===== src/rtl/sprite_blitter_pkg.sv =====
// Shared sprite/screen geometry, pixel word layout and blitter state encodings.
package sprite_defs;
  localparam int SPR_W     = 28;
  localparam int SPR_H     = 30;
  localparam int SPR_WORDS = 840;
  localparam int SCR_W     = 160;
  localparam int SCR_H     = 120;

  localparam int ADDR_W = 10;
  localparam int COL_W  = 5;
  localparam int ROW_W  = 5;

  localparam int PIX_OPAQUE  = 0;
  localparam int PIX_COL_LSB = 1;
  localparam int PIX_COL_MSB = 15;

  typedef enum logic [1:0] {
    ST_IDLE = 2'd0,
    ST_DRAW = 2'd1,
    ST_DONE = 2'd2
  } state_t;
endpackage


===== src/rtl/sprite_blitter_scan_counter.sv =====
// Raster scan counter over the sprite ROM: linear address plus column/row with
// column wrap and a flag marking the last pixel of the sprite.
module sprite_scan_counter #(
  parameter int SPR_W = sprite_defs::SPR_W,
  parameter int SPR_H = sprite_defs::SPR_H
) (
  input  logic                          clk,
  input  logic                          reset,
  input  logic                          clear,
  input  logic                          advance,
  output logic [sprite_defs::ADDR_W-1:0] addr,
  output logic [sprite_defs::COL_W-1:0]  col,
  output logic [sprite_defs::ROW_W-1:0]  row,
  output logic                          last
);
  import sprite_defs::ADDR_W;
  import sprite_defs::COL_W;
  import sprite_defs::ROW_W;

  logic [ADDR_W-1:0] addr_q, addr_d;
  logic [COL_W-1:0]  col_q, col_d;
  logic [ROW_W-1:0]  row_q, row_d;

  assign last = (addr_q == ADDR_W'(SPR_W * SPR_H - 1));

  // Stepping past the last pixel returns to zero so addr never leaves the ROM.
  always_comb begin
    addr_d = addr_q;
    col_d  = col_q;
    row_d  = row_q;
    if (clear) begin
      addr_d = '0;
      col_d  = '0;
      row_d  = '0;
    end else if (advance) begin
      if (last) begin
        addr_d = '0;
        col_d  = '0;
        row_d  = '0;
      end else begin
        addr_d = addr_q + 1'b1;
        if (col_q == COL_W'(SPR_W - 1)) begin
          col_d = '0;
          row_d = row_q + 1'b1;
        end else begin
          col_d = col_q + 1'b1;
        end
      end
    end
  end

  always_ff @(posedge clk or posedge reset) begin
    if (reset) begin
      addr_q <= '0;
      col_q  <= '0;
      row_q  <= '0;
    end else begin
      addr_q <= addr_d;
      col_q  <= col_d;
      row_q  <= row_d;
    end
  end

  assign addr = addr_q;
  assign col  = col_q;
  assign row  = row_q;
endmodule


===== src/rtl/sprite_blitter.sv =====
// Sprite blitter: scans the sprite ROM once per go, clips against the screen and
// emits registered VGA plot requests for opaque on-screen pixels.
module sprite_blitter #(
  parameter int SPR_W = sprite_defs::SPR_W,
  parameter int SPR_H = sprite_defs::SPR_H,
  parameter int SCR_W = sprite_defs::SCR_W,
  parameter int SCR_H = sprite_defs::SCR_H
) (
  input  logic        clk,
  input  logic        reset,
  input  logic        go,
  input  logic [7:0]  x_origin,
  input  logic [6:0]  y_origin,
  output logic [9:0]  addr_read,
  input  logic [15:0] pix_in,
  output logic [7:0]  vga_x,
  output logic [6:0]  vga_y,
  output logic [14:0] vga_colour,
  output logic        vga_plot,
  output logic        busy,
  output logic        done
);
  import sprite_defs::state_t;
  import sprite_defs::ST_IDLE;
  import sprite_defs::ST_DRAW;
  import sprite_defs::ST_DONE;
  import sprite_defs::COL_W;
  import sprite_defs::ROW_W;
  import sprite_defs::PIX_OPAQUE;
  import sprite_defs::PIX_COL_LSB;
  import sprite_defs::PIX_COL_MSB;

  state_t state_q, state_d;
  logic [7:0]  x0_q, x0_d;
  logic [6:0]  y0_q, y0_d;
  logic [7:0]  vga_x_q, vga_x_d;
  logic [6:0]  vga_y_q, vga_y_d;
  logic [14:0] vga_colour_q, vga_colour_d;
  logic        vga_plot_q, vga_plot_d;

  logic [COL_W-1:0] col;
  logic [ROW_W-1:0] row;
  logic             last;
  logic [8:0]       x_sum;
  logic [7:0]       y_sum;
  logic             on_screen;

  sprite_scan_counter #(
    .SPR_W(SPR_W),
    .SPR_H(SPR_H)
  ) u_scan (
    .clk    (clk),
    .reset  (reset),
    .clear  ((state_q == ST_IDLE) && go),
    .advance(state_q == ST_DRAW),
    .addr   (addr_read),
    .col    (col),
    .row    (row),
    .last   (last)
  );

  // One extra bit of headroom so positions past the screen edge clip instead of wrapping.
  assign x_sum     = {1'b0, x0_q} + 9'(col);
  assign y_sum     = {1'b0, y0_q} + 8'(row);
  assign on_screen = (x_sum < 9'(SCR_W)) && (y_sum < 8'(SCR_H));

  always_comb begin
    state_d      = state_q;
    x0_d         = x0_q;
    y0_d         = y0_q;
    vga_x_d      = vga_x_q;
    vga_y_d      = vga_y_q;
    vga_colour_d = vga_colour_q;
    vga_plot_d   = 1'b0;
    case (state_q)
      ST_IDLE: begin
        if (go) begin
          x0_d    = x_origin;
          y0_d    = y_origin;
          state_d = ST_DRAW;
        end
      end
      ST_DRAW: begin
        vga_x_d      = x_sum[7:0];
        vga_y_d      = y_sum[6:0];
        vga_colour_d = pix_in[PIX_COL_MSB:PIX_COL_LSB];
        vga_plot_d   = pix_in[PIX_OPAQUE] && on_screen;
        if (last) state_d = ST_DONE;
      end
      ST_DONE: state_d = ST_IDLE;
      default: state_d = ST_IDLE;
    endcase
  end

  always_ff @(posedge clk or posedge reset) begin
    if (reset) begin
      state_q      <= ST_IDLE;
      x0_q         <= '0;
      y0_q         <= '0;
      vga_x_q      <= '0;
      vga_y_q      <= '0;
      vga_colour_q <= '0;
      vga_plot_q   <= 1'b0;
    end else begin
      state_q      <= state_d;
      x0_q         <= x0_d;
      y0_q         <= y0_d;
      vga_x_q      <= vga_x_d;
      vga_y_q      <= vga_y_d;
      vga_colour_q <= vga_colour_d;
      vga_plot_q   <= vga_plot_d;
    end
  end

  assign vga_x      = vga_x_q;
  assign vga_y      = vga_y_q;
  assign vga_colour = vga_colour_q;
  assign vga_plot   = vga_plot_q;
  assign busy       = (state_q != ST_IDLE);
  assign done       = (state_q == ST_DONE);
endmodule


===== config.mk =====
export PLATFORM = sky130hd
export DESIGN_NAME = sprite_blitter
export DESIGN_NICKNAME = d
export VERILOG_FILES = /design/src/rtl/sprite_blitter_pkg.sv /design/src/rtl/sprite_blitter_scan_counter.sv /design/src/rtl/sprite_blitter.sv
export SDC_FILE = /design/constraint.sdc
export NUM_CORES = 1
export LEC_CHECK = 0
export CAP_MARGIN = 20
export CORE_ASPECT_RATIO = 1.25
export CORE_MARGIN = 8
export CORE_UTILIZATION = 45
export CTS_BUF_LIST = sky130_fd_sc_hd__clkbuf_8
export DETAILED_ROUTE_END_ITERATION = 10
export PLACE_DENSITY = 0.73
export SETUP_SLACK_MARGIN = 0.1
export SKIP_CTS_REPAIR_TIMING = 1
export SKIP_LAST_GASP = 1
export SYNTH_ARGS = -nofsm -noshare
export SYNTH_HDL_FRONTEND = slang
export SYNTH_SLANG_ARGS = --single-unit

===== constraint.sdc =====
create_clock -name clk -period 4.16 [get_ports clk]
set_input_delay 0.624 -clock clk [delete_from_list [all_inputs] [get_ports clk]]
set_output_delay 0.624 -clock clk [all_outputs]
set_load 0.01 [all_outputs]

# After elaboration in Yosys (flattened, before gate mapping)
# Index checks and enable logic that the tools add are counted.
totals:
  reg_bits: 68
  input_bits: 34
  output_inout_bits: 43
  word_cells: 48
op_classes:
  add_sub_neg: 5
  magnitude_cmp: 2
  eq_ne: 6
  n_mux: 15
  reduce_logical: 10
op_table:
  columns: ["op", "count"]
  rows:
  - ["2-to-1 mux 5 bit", 8]
  - ["2-to-1 mux 10 bit", 3]
  - ["adder 10 x 1 -> 10 bit (second input constant)", 1]
  - ["adder 5 x 1 -> 5 bit (second input constant)", 2]
  - ["equality test 10 bit (second input constant)", 1]
  - ["adder 8 x 5 -> 9 bit", 1]
  - ["less-than comparator 9 x 8 -> 1 bit (second input constant)", 1]
  - ["adder 7 x 5 -> 8 bit", 1]
  - ["less-than comparator 8 x 7 -> 1 bit (second input constant)", 1]
  - ["AND reduction 2 bit", 3]
  - ["equality test 5 bit (second input constant)", 1]
  - ["2-to-1 mux 2 bit", 2]
  - ["!= test 2 bit (second input constant)", 2]
  - ["case mux 2 bit (2 select lines)", 1]
  - ["nonzero test 2 bit", 2]
  - ["logical AND 1 bit", 3]
  - ["nonzero test 3 bit", 1]
  - ["equality test 2 x 1 -> 1 bit (second input constant)", 1]
  - ["equality test 2 bit (second input constant)", 1]
  - ["logical NOT 2 bit", 1]
  - ["2-to-1 mux 1 bit", 1]

# Depth between registers and ports, before layout
# Gate-level depths: netlist of the first run.
depth:
  depth_word: 5
  ltp_mapped: 8
  ltp_nobuf: 8

# By module
# From an unflattened synthesis of the first run, not the netlist that was laid out.
unflattened:
  cells_unflattened: 341
  hier_area_um2: 3437.0
modules_own_cells:
  columns: ["mod", "instances", "cells_each", "area_per_inst_um2", "seq_area_each_um2"]
  rows:
  - ["sprite_blitter", 1, 224, 2313.5, 1201.2]
  - ["sprite_scan_counter", 1, 117, 1123.6, 500.5]

# Worst setup path after synthesis of the first run
# No wires, ideal clock.
synth_timing:
  kind: "register to register"
  start: "register u_scan.row_q[0], in the netlist u_scan.row[0]"
  end: "register vga_plot_q, in the netlist vga_plot"
  setup_ns: 0.122
  arrival_time_ns: 1.658
  t_required_ns: 4.038
  path_slack_ns: 2.380
  stages_incl_launch_ff: 9
  n_path_buf: 0
  path_cell_list: "dfrtp_1 -> ha_1 -> inv_1 -> fa_1 -> nor2b_1 -> o21ai_0 -> a21oi_1 -> nand3b_1 -> o2111a_1"
synth_via:
  elab_chain_len: 5
synth_lines:
  columns: ["element", "line", "text"]
  rows:
  - ["from (decl)", "sprite_blitter_scan_counter.sv:22", "logic [ROW_W-1:0] row_q, row_d;"]
  - ["from (signal assigned)", "sprite_blitter_scan_counter.sv:60", "row_q <= row_d;"]
  - ["adder 7 x 5 -> 8 bit", "sprite_blitter.sv:64", "assign y_sum = {1'b0, y0_q} + 8'(row);"]
  - ["less-than comparator 8 x 7 -> 1 bit", "sprite_blitter.sv:65", "assign on_screen = (x_sum < 9'(SCR_W)) && (y_sum < 8'(SCR_H));"]
  - ["logical AND 1 bit", "sprite_blitter.sv:65", null]
  - ["logical AND 1 bit", "sprite_blitter.sv:87", "vga_plot_d = pix_in[PIX_OPAQUE] && on_screen;"]
  - ["2-to-1 mux 1 bit", "sprite_blitter.sv:75", "case (state_q)"]
  - ["via vga_plot_d", "sprite_blitter.sv:39", "logic vga_plot_q, vga_plot_d;"]
  - ["to (signal assigned)", "sprite_blitter.sv:111", "vga_plot_q <= vga_plot_d;"]
  - ["to (decl)", "sprite_blitter.sv:39", null]
# The timed path passes the listed nets, and every way through them passes these cells.
# A chain may end at the register's enable or synchronous reset.

# Final worst setup path of the first run
layout_timing:
  start: "register state_q[1]"
  end: "output port busy"
layout_via:
  elab_chain_len: 1
layout_lines:
  columns: ["element", "line", "text"]
  rows:
  - ["from (decl)", "sprite_blitter.sv:33", "state_t state_q, state_d;"]
  - ["from (signal assigned)", "sprite_blitter.sv:105", "state_q <= state_d;"]
  - ["nonzero test 2 bit", "sprite_blitter.sv:119", "assign busy = (state_q != ST_IDLE);"]
  - ["to (decl)", "sprite_blitter.sv:20", "output logic busy,"]
# No other way between the ends.

==> results of run 1 <==
==> kinds of logic (layout without fill, tap and decap cells) <==
logic type,after synthesis,count (layout)
buffers and inverters,22,103
flip-flops,68,68
adder cells (fa/ha/maj),15,15
AND/OR/NAND/NOR,167,167
XOR/XNOR,18,18
multiplexers,3,3
AO/OA/AOI/OAI,66,66
==> stage by stage <==
step	area (µm²)	setup WS, ns	power (mW)	utilization (%)
after floorplan	3369	1.824	1.191	-
after global placement	4207	1.715	1.419	57.52
after detailed placement	4207	1.659	1.437	57.52
after CTS	4469	1.922	2.158	61.11
after global routing	4469	1.753	2.255	61.11
final	4469	1.957	2.140	61.11
==> cell type report <==
type / count / area share [%]
inverter: 8 / 0.6719
sequential: 68 / 38.07
clock buffer: 9 / 2.772
clock inverter: 7 / 3.107
multi-input combinational: 269 / 35.27
tap: 92 / 2.576
timing repair buffer: 79 / 17.53
==> report_power, final <==
part	internal, mW	switching, mW
clock	0.458	0.261
combinational	0.297	0.258
sequential	0.773	0.0926
==> worst max-delay path, delay by kind of cell (launching register included) <==
| family | cells | cell delay (ns) |
|---|---|---|
| flops | 1 | 0.43 |
| simple gates | 1 | 0.31 |
| buf+inv | 1 | 0.50 |
==> cell usage in the layout (no fill, tap or decap), types with 5 or more instances in the layout <==
| master | instances |
|---|---|
| sky130_fd_sc_hd__dfrtp_1 | 68 |
| sky130_fd_sc_hd__a21oi_1 | 5 |
| sky130_fd_sc_hd__clkbuf_8 | 9 |
| sky130_fd_sc_hd__o21ai_0 | 34 |
| sky130_fd_sc_hd__ha_1 | 13 |
| sky130_fd_sc_hd__nor2_1 | 14 |
| sky130_fd_sc_hd__xor2_1 | 14 |
| sky130_fd_sc_hd__a21o_1 | 6 |
| sky130_fd_sc_hd__nand2_1 | 117 |
| sky130_fd_sc_hd__inv_1 | 7 |
| sky130_fd_sc_hd__clkdlybuf4s50_1 | 76 |
==> state kept, by name, summed over array words and instances (netlist names) <==
signal	cells
u_scan.col	5
state_q	2
vga_x	8
u_scan.row	5
y0_q	7
vga_colour	15
vga_plot	1
u_scan.addr	10
vga_y	7
x0_q	8
==> path summary, 6_finish.rpt <==
kind                            slack [ns]        endpoint     startpoint
worst min-delay path                  0.48   vga_colour[8]  vga_colour[8]
worst max register to register        1.97   u_scan.row[0]     state_q[1]
worst min register to register        0.48   vga_colour[8]  vga_colour[8]
min in group asynchronous             0.75        vga_x[4]          reset
max in group asynchronous             2.51  u_scan.addr[1]          reset
worst max-delay path                  1.96            busy     state_q[1]
==> metal layers <==
metal | GRT usage [%] | vias to the layer above | part of all wire [%]
met2 | 26.91 | 68 | 48
met1 | 19.18 | 1340 | 43
met4 | 6.681 | 0 | 1.8
met5 | 0 | - | 0
li1 | - | 1363 | -
met3 | 4.702 | 14 | 7.2
==> qor.yml, run 1 <==
viasPerCell: 5.235
worst_path_max_delay_cell: "sky130_fd_sc_hd__clkdlybuf4s50_1"
synth.cells.most_frequent: "sky130_fd_sc_hd__nand2_1 (117), sky130_fd_sc_hd__dfrtp_1 (68), sky130_fd_sc_hd__o21ai_0 (34)"
grt_max_degree: 48
synth-seq-area-share_pct: 50.50
most_numerous_cell_in_the_yosys_netlist: "sky130_fd_sc_hd__nand2_1"
drt.antenna.violating_nets: 0
power.density_nw_per_um2: 478.8
setup_viol: 0
first_global_vias: 2885
arrival_ns: 1.58
die-height_um: 112.7
synth_warnings: 0
synth-main-ff-cell: "sky130_fd_sc_hd__dfrtp_1"
postSynthRegisterBits: 68
crit_path_max_incr_delay_ns: 0.50
timing.final.crit_share_pct: 52.95
whs_path_depth: 2
cts_num_sinks: 68
aggregate_global_routing_overflow: 0
routed_wirelength_um: 8098
r2r_cells: 5
post_route_cells_drive_above_1_share_pct: 7.500
post_synth_and_or_nand_nor_area_fraction_pct: 22.28
hold_ws_ns: 0.4752
syn_area_per_cell_um2: 9.386
synth_xor_area_share_pct: 4.679
slew-limit-headroom_pct: 38.22
multi_input_area_um2: 1577
cell_leakage_power_nw: 2.013
clock_tree_from_tritoncts: "done"
cts-htree-levels: 3
avgRoutedWirePerCell_um: 15.22
syn_to_final_growth_pct: 32.64
die-width_um: 93.40
floorplan_row_count: 35
synth.largest_area_cell: "sky130_fd_sc_hd__dfrtp_1"
cts.root.buffer_cell: "sky130_fd_sc_hd__clkbuf_8"
synthesis.instances: 359
rsz0062_at_grt: "no"
syn_nets: 408
coreArea_um2: 7313
ctsLongestPathBuffers: 2
final_nets: 484
drc: 0
end_kind: "output pin"
grt.total_usage_pct: 16.29
cap_viol_max_count: 0
floorplan.die_area_um2: 10530
place_hpwl_um: 5709
timing.critical_path.required_ns: 3.54
crit_type: "flip-flop to output pin"
finalHoldViolCount: 0
synth_top_family_by_area: "simple AND/OR/NAND/NOR gates"
portBuffers: 76
synth.top_cell.area_share_pct: 50.50
routabilityCongestion: 0.8100
grt_first_pass_wirelength_um: 13810
io_pins: 77
synth_area_um2: 3369
ys_types: 52
tritoncts_buffers: 9
antenna-diode-count: 0
fillerInstances: 614
clk_pin_slew_ns: 0.07
synth-adder-area-share_pct: 6.016
portion_of_netlist_area_occupied_by_mux_cells_pct: 0.9655
synthTopCellsByArea: "sky130_fd_sc_hd__dfrtp_1 (51%), sky130_fd_sc_hd__nand2_1 (13%), sky130_fd_sc_hd__o21ai_0 (5.1%), sky130_fd_sc_hd__ha_1 (4.8%), sky130_fd_sc_hd__xor2_1 (3.6%)"
synth_compound_area_share_pct: 12.55
start_util_pct: 46.07
post_synth_arst_share_pct: 100.0
clk-insertion-delay-late_ns: 0.34
final_cells: 532
tns_ns: 0
dr_total_vias: 2785
finalWorstPathRequiredPeriod_ns: 2.203
initialDrtViolationCount: 115
critPathMaxFanout: 6
grt_antenna_before_repair: 0
holdCritPathClass: "flip-flop to flip-flop"
path_cells: "or2_2 > clkdlybuf4s50_1"
worst_ir_drop_vdd_uv: 217.6
cp_startpoint_kind: "flip-flop"
finClkSkew_ns: 0.01075
sequential_cell_area_um2: 1702
dpl.cell_count: 516
maxClockFrequency_mhz: 454.0
worst_pin_slew_ns: 0.9267
synth_enable_flop_cells: 0
run_status: "finished clean"
number_of_pins_with_negative_max_slew_slack_in_the_final_report: 0
drt_pass1_iterations: 4
(Power assumes the default switching activity.)
==> run 2, diff against run 1 <==
- PLACE_DENSITY: 0.73 -> 0.76
- clock period: 4.16 -> 1.8 ns (I/O delays scaled with it)
==> run 2 against run 1 <==
Net effect: the flow now finishes with violations (setup timing); non-clock buffer count increased by 44; critical path depth increased by 6; register-to-register slack got worse by 2.1 ns; clock skew decreased by 0.0020 ns; die area unchanged; power increased by 130%; clock-buffer cell count unchanged; global-route usage increased by 0.74 points; combinational power increased to 3.4 times the previous value; clock power increased by 53%; largest cell class is now multi-input combinational cells; largest power group unchanged.
==> qor.yml, run 2 (synthesis gave the netlist of run 1 again) <==
run_status: "finished, violations left"
failing_checks: "setup timing"
power.density_nw_per_um2: 988.6
cp_startpoint_kind: "flip-flop"
critPathLaunch: "u_scan.col[0]"
tritoncts_buffers: 9
cts_num_sinks: 68
slew-limit-headroom_pct: 67.22
crit-reg2reg-launch: "u_scan.col[0]"
layout.cells.most_common: "sky130_fd_sc_hd__nand2_1"
final_cells: 576
largest_register_ffs: 15
start_util_pct: 46.07
cap_viol_max_count: 0
drt.antenna.violating_nets: 0
timing.critical_path.required_ns: 2.09
worst_pin_slew_ns: 0.4899
antenna-diode-count: 0
coreArea_um2: 7313
timing.reg2reg.setup_slack_ns: -0.12
grt_max_degree: 44
reg2reg_to: "vga_plot"
post_route_cells_drive_above_1_share_pct: 24.38
ctsLongestPathBuffers: 2
drc: 0
arrival_ns: 2.20
timing.final.crit_share_pct: 106.5
cell_leakage_power_nw: 2.289
io_pins: 77
clock_tree_from_tritoncts: "done"
routed_wirelength_um: 9103
syn_to_final_growth_pct: 48.38
crit_type: "flip-flop to flip-flop"
holdCritPathClass: "primary input to async pin"
tns_ns: -0.6071
grt_first_pass_wirelength_um: 14320
finalHoldViolCount: 0
post-route-worst-setup-slack_ns: -0.1177
finalWorstPathRequiredPeriod_ns: 1.918
die-width_um: 93.40
setup_viol: 9
dr_total_vias: 2983
critPathMaxFanout: 4
clk_pin_slew_ns: 0.08
die-height_um: 112.7
aggregate_global_routing_overflow: 0
layout.cells.most_common_list: "sky130_fd_sc_hd__nand2_1 (117), sky130_fd_sc_hd__clkdlybuf4s50_1 (70), sky130_fd_sc_hd__dfrtp_1 (65), sky130_fd_sc_hd__buf_4 (43), sky130_fd_sc_hd__o21ai_0 (18)"
floorplan.die_area_um2: 10530
cts.root.buffer_cell: "sky130_fd_sc_hd__clkbuf_8"
end_kind: "flip-flop"
worst_ir_drop_vdd_uv: 515.1
first_global_vias: 3094
final_nets: 528
r2r_cells: 8
worstSetupEndpoint: "vga_plot"
maxClockFrequency_mhz: 521.5
floorplan_row_count: 35
clk-insertion-delay-late_ns: 0.35
drt_pass1_iterations: 4
fillerInstances: 544
grt_antenna_before_repair: 0
avgRoutedWirePerCell_um: 15.80
cts-htree-levels: 3
dpl.cell_count: 546
rsz0062_at_grt: "yes"
number_of_pins_with_negative_max_slew_slack_in_the_final_report: 0
finClkSkew_ns: 0.008708
routabilityCongestion: 0.8326
initialDrtViolationCount: 64
hold_ws_ns: 0.3432
portBuffers: 76
viasPerCell: 5.179
place_hpwl_um: 6293
grt.total_usage_pct: 17.02
==> run 2: changes by cell type in the layout (fill, tap and decap cells not counted), sizes merged <==
| cell | before | now |
|---|---|---|
| clkinv | 3 | 5 |
| clkinvlp | 0 | 3 |
| dlymetal6s2s | 0 | 6 |
| bufinv | 4 | 0 |
| clkbuf | 9 | 10 |
| inv | 8 | 7 |
| buf | 3 | 46 |
| clkdlybuf4s50 | 76 | 70 |
==> run 2: worst min path at each step <==
stage,endpoint,slack (ns),cells after the start
floorplan,vga_colour[0],0.38,2
global placement,vga_colour[7],0.46,2
detailed placement,vga_colour[11],0.47,2
CTS,u_scan.col[3],0.34,3
global route,vga_colour[11],0.38,3
finish,vga_colour[5],0.34,3
==> run 2: power by group <==
part / total (mW) / internal [mW] / leakage, nW / switching, mW
logic: 1.87 / 1.06 / 1.38 / 0.817
clock network: 1.10 / 0.491 / 0.0848 / 0.611
registers: 1.97 / 1.79 / 0.823 / 0.180
total: 4.94 / 3.33 / 2.29 / 1.61
==> run 2: layout make-up <==
class                           instances  area [µm²]  area share, %
Sequential cell                        68        1705          34.11
Multi-Input combinational cell        269        1803          36.06
Clock inverter                          7       43.79         0.8759
Clock buffer                            9       123.9          2.477
Inverter                                8       33.78         0.6757
Timing Repair Buffer                  123        1175          23.50
Tap cell                               92       115.1          2.302
==> run 2: critical path, stage by stage, from the launching register on <==
cell	delay (ns)
sky130_fd_sc_hd__dfrtp_1	0.37
sky130_fd_sc_hd__ha_2	0.20
sky130_fd_sc_hd__inv_2	0.04
sky130_fd_sc_hd__fa_2	0.41
sky130_fd_sc_hd__nor2b_4	0.13
sky130_fd_sc_hd__o31a_1	0.23
sky130_fd_sc_hd__nor3_2	0.06
sky130_fd_sc_hd__a211oi_2	0.22
sky130_fd_sc_hd__o2111a_1	0.19
==> run 2: stage by stage <==
stage	util (%)	power, mW	worst slack [ns]	cell area [µm²]
global placement	61.23	3.486	-0.009607	4478
global route	68.37	5.254	-0.1991	5000
floorplan	-	2.773	0.04957	3391
CTS	63.52	4.660	-0.1163	4646
finish	68.37	4.943	-0.1177	5000
detailed placement	61.23	3.559	-0.07329	4478
==> run 2: routing by layer <==
layer  up-vias  GRT usage [%]  wire [µm]
met5         -              0          0
met1      1441          18.68       3609
met2        77          29.64       4749
met4         0          8.082        161
met3        12          4.305        582
li1       1453              -          -
